## config.mk

```make
export PLATFORM = sky130hd
export DESIGN_NAME = byte_serial_add_ctrl
export DESIGN_NICKNAME = d
export VERILOG_FILES = /design/src/rtl/byte_serial_add_ctrl.sv
export SDC_FILE = /design/constraint.sdc
export NUM_CORES = 1
export LEC_CHECK = 0
export BUFFER_PORTS_ARGS = -buffer_cell sky130_fd_sc_hd__buf_2
export CORE_ASPECT_RATIO = 1.5
export CORE_MARGIN = 4
export CORE_UTILIZATION = 35
export DETAILED_ROUTE_END_ITERATION = 10
export HOLD_SLACK_MARGIN = 0.08
export PLACE_DENSITY = 0.67
export SETUP_SLACK_MARGIN = 0.4
export SKIP_LAST_GASP = 1
export SLEW_MARGIN = 20
export SYNTH_ARGS = -nofsm -noshare
export SYNTH_HDL_FRONTEND = slang
export SYNTH_SLANG_ARGS = --single-unit
```

## constraint.sdc

```tcl
create_clock -name clock -period 4.5 [get_ports clock]
set_input_delay 0.225 -clock clock [delete_from_list [all_inputs] [get_ports clock]]
set_output_delay 0.225 -clock clock [all_outputs]
set_load 0.02 [all_outputs]
```

## src/rtl/byte_serial_add_ctrl.sv

```systemverilog
// Byte-serial WIDTH-bit add/subtract sequencer built around one 8-bit carry-lookahead slice.
// Operands are latched on accept and processed LSB byte first, one byte per cycle.

module eight_bit_adder (
    input  logic [7:0] a,
    input  logic [7:0] b,
    input  logic       cin,
    output logic [7:0] sum,
    output logic       g0,
    output logic       p0,
    output logic       c7
);
    logic [7:0] gen;
    logic [7:0] prop;
    logic       carry;
    logic       grp_gen;

    assign gen  = a & b;
    assign prop = a ^ b;
    assign p0   = &prop;

    // Carry chain with cin for the sum; group generate is the same chain seeded with 0.
    always_comb begin
        carry   = cin;
        grp_gen = 1'b0;
        sum     = '0;
        c7      = 1'b0;
        for (int i = 0; i < 8; i++) begin
            sum[i] = prop[i] ^ carry;
            if (i == 7) begin
                c7 = carry;
            end
            carry   = gen[i] | (prop[i] & carry);
            grp_gen = gen[i] | (prop[i] & grp_gen);
        end
        g0 = grp_gen;
    end
endmodule

module byte_serial_add_ctrl #(
    parameter int unsigned WIDTH = 32
) (
    input  logic             clock,
    input  logic             reset,
    input  logic             in_valid,
    output logic             in_ready,
    input  logic [WIDTH-1:0] data_operandA,
    input  logic [WIDTH-1:0] data_operandB,
    input  logic             ctrl_sub,
    output logic [WIDTH-1:0] data_result,
    output logic             carry_out,
    output logic             overflow,
    output logic             result_valid
);
    localparam int unsigned SLICES = WIDTH / 8;
    localparam int unsigned IDX_W  = $clog2(SLICES);
    localparam int unsigned SH_W   = IDX_W + 3;
    localparam logic [IDX_W-1:0] LAST_IDX = IDX_W'(SLICES - 1);

    typedef enum logic [1:0] {
        IDLE = 2'd0,
        BUSY = 2'd1,
        DONE = 2'd2
    } state_e;

    state_e             state_q, state_d;
    logic [IDX_W-1:0]   idx_q, idx_d;
    logic [WIDTH-1:0]   a_q, a_d;
    logic [WIDTH-1:0]   bx_q, bx_d;
    logic               carry_q, carry_d;
    logic [WIDTH-1:0]   result_q, result_d;
    logic               cout_q, cout_d;
    logic               ovf_q, ovf_d;

    logic [SH_W-1:0]    byte_sh;
    logic [7:0]         slice_a;
    logic [7:0]         slice_b;
    logic [7:0]         slice_sum;
    logic               slice_g0;
    logic               slice_p0;
    logic               slice_c7;
    logic               slice_cout;

    assign byte_sh    = {idx_q, 3'b000};
    assign slice_a    = 8'(a_q >> byte_sh);
    assign slice_b    = 8'(bx_q >> byte_sh);
    assign slice_cout = slice_g0 | (slice_p0 & carry_q);

    eight_bit_adder u_slice (
        .a   (slice_a),
        .b   (slice_b),
        .cin (carry_q),
        .sum (slice_sum),
        .g0  (slice_g0),
        .p0  (slice_p0),
        .c7  (slice_c7)
    );

    assign in_ready     = (state_q != BUSY);
    assign result_valid = (state_q == DONE);
    assign data_result  = result_q;
    assign carry_out    = cout_q;
    assign overflow     = ovf_q;

    // Next-state and datapath update.
    always_comb begin
        state_d  = state_q;
        idx_d    = idx_q;
        a_d      = a_q;
        bx_d     = bx_q;
        carry_d  = carry_q;
        result_d = result_q;
        cout_d   = cout_q;
        ovf_d    = ovf_q;

        case (state_q)
            IDLE, DONE: begin
                if (in_valid) begin
                    a_d     = data_operandA;
                    bx_d    = ctrl_sub ? ~data_operandB : data_operandB;
                    carry_d = ctrl_sub;
                    idx_d   = '0;
                    state_d = BUSY;
                end else begin
                    state_d = IDLE;
                end
            end
            BUSY: begin
                result_d = (result_q & ~(WIDTH'(8'hFF) << byte_sh))
                         | (WIDTH'(slice_sum) << byte_sh);
                carry_d  = slice_cout;
                if (idx_q == LAST_IDX) begin
                    cout_d  = slice_cout;
                    ovf_d   = slice_c7 ^ slice_cout;
                    idx_d   = '0;
                    state_d = DONE;
                end else begin
                    idx_d = idx_q + 1'b1;
                end
            end
            default: begin
                idx_d   = '0;
                state_d = IDLE;
            end
        endcase
    end

    always_ff @(posedge clock) begin
        if (reset) begin
            state_q  <= IDLE;
            idx_q    <= '0;
            a_q      <= '0;
            bx_q     <= '0;
            carry_q  <= 1'b0;
            result_q <= '0;
            cout_q   <= 1'b0;
            ovf_q    <= 1'b0;
        end else begin
            state_q  <= state_d;
            idx_q    <= idx_d;
            a_q      <= a_d;
            bx_q     <= bx_d;
            carry_q  <= carry_d;
            result_q <= result_d;
            cout_q   <= cout_d;
            ovf_q    <= ovf_d;
        end
    end
endmodule
```

==> run summary, run 1 <==
status -> finished clean
minimum clock period after layout -> 3935 ps
# diodes -> 0
Final HPWL DP -> 8.991 mm
final hold violations -> 0
sequential-to-total area share from yosys stat -> 44.42%
vias in the first global route -> 3914
most frequent CP cell -> fa_1
first-pass GRT wire length -> 18.91 mm
Pleak -> 2.277 nW
Setup TNS -> 0 ps
Core Box Area -> 0.01302 mm²
# fillers -> 1303
clock network power share -> 39.0%
die area -> 0.01521 mm²
switching power -> 0.0005725 W
Max Clk Rate -> 0.2541 GHz
drt wl/cell -> 15.46 µm
area leader, netlist -> dfxtp_1
via count -> 3781
Routed WL -> 11.83 mm
synth unique cells -> 30
CTS tree -> built
Rows -> 51
initial core utilization -> 35.66%
CP top delay family -> adder cells
r2r setup slk -> 570 ps
crit-path cells -> mux4_2, fa_1, inv_1, fa_1, fa_1, fa_1, fa_2, fa_2, fa_2, nor2_1, a21oi_1, nor2_1
Cell Area, Synth -> 0.004642 mm²
top-area cell type share of the netlist area -> 44.42%
initial antenna violation count -> 0
Worst-Skew Late Latency -> 350 ps
global route total overflow -> 0
clk sinks -> 103
syn_area_per_cell -> 8.979 µm²
combinational share of power -> 15.8%
CTS buffer count -> 9
worst slew pin tran -> 848.2 ps
Worst Path Max Fanout -> 6
synthesis-stage register bit count -> 103
hold_ws -> 107.2 ps
Setup crit end kind -> flip-flop
Multi-input gate area -> 0.002395 mm²
CP startpoint kind -> flip-flop
critical path's slowest cell -> fa_2
clk slew on worst S/H paths -> 70 ps
Post-route DRC -> 0
Bufs on Longest Clock Path -> 2
GRT Util Overall -> 16.01%
Reg area -> 0.002064 mm²
nets -> 688
peak supply drop -> 0.2060 mV
Slew Limit Fails -> 0
unrepaired setup endpoints after global routing -> no
IO Pins -> 104
Reg power frac -> 45.2%
largest net degree at the start of global routing -> 62
initial drt markers -> 160
die width -> 102.0 µm
Root Driver -> clkbuf_16
Internal Power -> 0.001630 W
Setup CP Type -> reg -> reg
first-pass detailed-route iteration total -> 4
top cells by area, synth -> dfxtp_1, nor2_1, mux4_2
Hold Crit Class -> in -> reg
gpl congestion -> 0.8604
Mapped Cells -> 517
switch share -> 25.99%
syn_nets -> 604
DIE HEIGHT -> 149.0 µm
Synth warnings -> 0
Relative slew margins -> 43.45%
max incr delay on CP -> 600 ps
PwrDens -> 392.4 mW/mm²
vias per inst -> 4.942
Final ANT Viol Nets -> 0
CP arrival -> 4140 ps
depth of the CTS H-tree -> 3
Layout Skew -> 9.754 ps
Bufs and invs on worst path -> 1
# Post-CTS Setup Buffers -> 0
share of layout cells above drive strength 1 -> 25.58%
setup violators final -> 0
max cap viols -> 0
Area Growth Syn to Fin -> 20.92%
final period utilization -> 87.44%
Crit path required time -> 4710 ps
port bufs -> 103
==> cells in the mapped netlist (all sizes together) <==
library cell / number
a211oi: 36
a21oi: 59
a221oi: 1
a22oi: 8
a31oi: 1
and2: 1
and2b: 1
buf: 16
clkbuf: 20
dfxtp: 103
fa: 7
ha: 12
inv: 16
mux4: 16
nand2: 70
nand2b: 3
nand3: 5
nand4: 2
nor2: 97
nor2b: 2
nor3: 3
o211a: 1
o211ai: 1
o21ai: 1
o21bai: 1
xnor2: 34
==> cells in the final DEF (no fill, tap or decap), types with 3 or more instances in the layout <==
| cell | Yosys | layout |
|---|---|---|
| a211oi_1 | 33 | 33 |
| xnor2_1 | 34 | 33 |
| dfxtp_1 | 103 | 101 |
| nor2_1 | 97 | 97 |
| buf_4 | 1 | 6 |
| clkbuf_16 | 0 | 9 |
| nor3_1 | 3 | 3 |
| ha_1 | 12 | 12 |
| a21oi_1 | 59 | 59 |
| mux4_2 | 16 | 16 |
| fa_2 | 0 | 3 |
| fa_1 | 7 | 4 |
| a22oi_1 | 8 | 7 |
| a211oi_2 | 3 | 3 |
| nand3_1 | 5 | 5 |
| buf_2 | 13 | 103 |
| nand2_1 | 70 | 70 |
| inv_1 | 14 | 14 |
==> cell type report <==
class | instances | area share, %
multi-input combinational | 362 | 42.67
sequential | 103 | 36.78
timing repair buffer | 109 | 9.987
clock buffer | 12 | 4.570
tap | 159 | 3.544
clock inverter | 4 | 1.382
inverter | 16 | 1.070
==> registers in the layout (all words and copies together), names as in the netlist <==
| name | flops |
|---|---|
| data_result | 32 |
| a_q | 32 |
| bx_q | 32 |
| idx_q | 2 |
| carry_q | 1 |
| state_q | 2 |
| carry_out | 1 |
| overflow | 1 |
==> power groups by stage <==
stage | clock, W | combinational, W | sequential, W
6_report | 0.000859 | 0.000348 | 0.000996
3_3_place_gp | 0 | 0.000337 | 0.00102
3_5_place_dp | 0 | 0.000347 | 0.00102
5_1_grt | 0.000909 | 0.000386 | 0.00100
4_1_cts | 0.000871 | 0.000350 | 0.000997
2_1_floorplan | 0 | 0.000234 | 0.00101
==> repair_timing <==
| action | CTS | global route |
|---|---|---|
| endpoints found under the setup margin | 8 | 8 |
| endpoints found under the hold margin | 0 | 0 |
| gates resized for setup | 2 | 4 |
| pin swaps | 0 | 1 |
| hold buffers | 0 | 0 |
==> cells by family (layout without fill, tap and decap cells) <==
family | after synthesis | count (layout) | share of synthesized area (%)
compound gates | 109 | 109 | 14.91
xor+xnor | 34 | 34 | 6.415
fa+ha+maj | 19 | 19 | 6.253
buf+inv | 52 | 141 | 4.636
flops | 103 | 103 | 44.42
mux | 16 | 16 | 7.763
simple gates | 184 | 184 | 15.61
==> worst paths after layout <==
kind,start,end,depth (start not counted)
worst min-delay path,data_operandA[11],a_q[11],3
worst max register to register,idx_q[0],data_result[30],12
worst max-delay path,idx_q[0],data_result[30],12
worst min register to register,a_q[31],a_q[31],2
==> stage by stage <==
stage | utilization (%) | area, µm² | cells | worst slack [ps] | power, W
after floorplan | - | 4647 | 517 | 406.1 | 0.001248
after global placement | 40.38 | 5256 | 749 | 431.1 | 0.001352
after detailed placement | 40.40 | 5259 | 749 | 346.1 | 0.001364
after CTS | 43.03 | 5602 | 765 | 470.3 | 0.002217
after global routing | 43.12 | 5613 | 765 | 434.4 | 0.002298
final | 43.12 | 5613 | 765 | 565.3 | 0.002203
==> worst min-delay path, stage by stage <==
cell	delay (ps)
buf_2	90
nand2_1	40
a21oi_1	50
==> layer usage <==
| metal | vias up | GRT usage [%] | share of wire, % |
|---|---|---|---|
| li1 | 1911 | - | - |
| met1 | 1758 | 17.78 | 38 |
| met2 | 89 | 28.58 | 54 |
| met3 | 23 | 3.510 | 4.6 |
| met4 | 0 | 7.223 | 3.2 |
| met5 | - | 0 | 0 |
(Power assumes the default switching activity.)
==> run 2: changes to the inputs <==
Clock period 4.5 ns to 3.8 ns, I/O delays scaled along.
==> run summary, run 2 (synthesis results as in run 1) <==
CP startpoint kind -> flip-flop
clk slew on worst S/H paths -> 70 ps
Area Growth Syn to Fin -> 24.31%
die area -> 0.01521 mm²
max incr delay on CP -> 580 ps
nets -> 702
Bufs and invs on worst path -> 1
crit-path cells -> mux4_2, fa_2, inv_2, fa_2, fa_2, fa_2, fa_2, fa_2, fa_2, nor2_1, a21oi_2, nor2_1
setup violators final -> 0
Crit path required time -> 4030 ps
hold_ws -> 94.91 ps
final non-filler cell total -> 779
status -> finished clean
commonest non-fill, non-tap cell in the layout -> buf_2
Bufs on Longest Clock Path -> 2
Worst Path Max Fanout -> 5
Final ANT Viol Nets -> 0
Layout Utilization -> 44.33%
Core Box Area -> 0.01302 mm²
most frequent CP cell -> fa_2
peak supply drop -> 0.1989 mV
Setup crit end kind -> flip-flop
vias per inst -> 4.940
Relative slew margins -> 40.92%
Worst-Skew Late Latency -> 350 ps
Layout Skew -> 10.12 ps
Post-route DRC -> 0
placed insts -> 752
share of layout cells above drive strength 1 -> 27.74%
gpl congestion -> 0.8450
initial core utilization -> 35.66%
initial drt markers -> 123
drt wl/cell -> 15.37 µm
PwrDens -> 443.2 mW/mm²
max cap viols -> 0
first-pass GRT wire length -> 19.38 mm
worst slew pin tran -> 886.2 ps
port bufs -> 103
via count -> 3848
initial antenna violation count -> 0
Hold Crit Class -> in -> reg
first-pass detailed-route iteration total -> 4
CP arrival -> 3940 ps
GRT Util Overall -> 16.40%
depth of the CTS H-tree -> 3
final period utilization -> 97.75%
Routed WL -> 11.97 mm
unrepaired setup endpoints after global routing -> yes
Pleak -> 2.330 nW
Slew Limit Fails -> 0
CP top delay family -> adder cells
IO Pins -> 104
critical path's slowest cell -> fa_2
die width -> 102.0 µm
minimum clock period after layout -> 3714 ps
Final HPWL DP -> 8.842 mm
final hold violations -> 0
# diodes -> 0
largest net degree at the start of global routing -> 98
Root Driver -> clkbuf_16
vias in the first global route -> 3926
DIE HEIGHT -> 149.0 µm
# fillers -> 1296
Setup TNS -> 0 ps
Rows -> 51
CTS buffer count -> 9
global route total overflow -> 0
CTS tree -> built
clk sinks -> 103
Max Clk Rate -> 0.2692 GHz
most frequent cells in the layout -> buf_2, dfxtp_1, nor2_1
Setup CP Type -> reg -> reg
==> run 2: changes by cell type in the layout (fill, tap and decap cells not counted), moves of 3 or more <==
| cell | previous run | this run |
|---|---|---|
| dlygate4sd3_1 | 0 | 10 |
| fa_1 | 4 | 0 |
| fa_2 | 3 | 7 |
| inv_6 | 0 | 3 |
| nor2_1 | 97 | 94 |
| nor2_2 | 0 | 3 |
==> run 2: metal layers <==
metal | global-route usage (%) | part of all wire (%)
met5 | 0 | 0
met4 | 6.632 | 2.7
met3 | 3.135 | 4.1
met2 | 29.59 | 55
met1 | 18.57 | 39
==> run 2: worst reg2reg max path, stage by stage, from the launching register on <==
cell and delay (ps):
dfxtp_4 370, mux4_2 380, fa_2 210, inv_2 40, fa_2 340, fa_2 360
fa_2 350, fa_2 350, fa_2 350, fa_2 580, nor2_1 80, a21oi_2 140
nor2_1 50
==> run 2: power by group <==
group	internal [W]	leakage (nW)	switching (W)
sequential	0.00114	0.845	0.0000373
combinational	0.000192	1.34	0.000250
clock	0.000518	0.147	0.000419
total	0.00185	2.33	0.000706
==> run 2: cell type report <==
class / instances / area, µm² / area share [%]
Clock buffer: 9 / 225.2 / 3.903
Clock inverter: 7 / 77.57 / 1.344
Timing Repair Buffer: 123 / 698.2 / 12.10
Multi-Input combinational cell: 362 / 2444 / 42.35
Inverter: 16 / 60.06 / 1.041
Tap cell: 159 / 198.9 / 3.448
Sequential cell: 103 / 2067 / 35.82
==> run 2: final timing paths <==
kind,from,end,slack (ps),cells after the start
worst max-delay path,idx_q[0],data_result[30],90,12
worst min-delay path,data_operandA[29],a_q[29],90,3
worst max register to register,idx_q[0],data_result[30],90,12
worst min register to register,a_q[2],a_q[2],460,2
==> run 2: per-stage QoR <==
stage / power, W / worst slack [ps] / cell area, µm²
after floorplan: 0.001485 / 45.40 / 4678
after global placement: 0.001612 / 99.59 / 5299
after detailed placement: 0.001624 / 9.808 / 5301
after CTS: 0.002572 / 79.85 / 5733
after global routing: 0.002673 / 12.07 / 5771
final: 0.002558 / 85.63 / 5771
==> run 2: what timing repair did <==
item	CTS	global route
buffers inserted	0	1
gates resized for setup	7	9
setup endpoints to repair	13	13
hold buffers	10	0
endpoints found under the hold margin	11	0
pin swaps	10	9
gates cloned	0	0
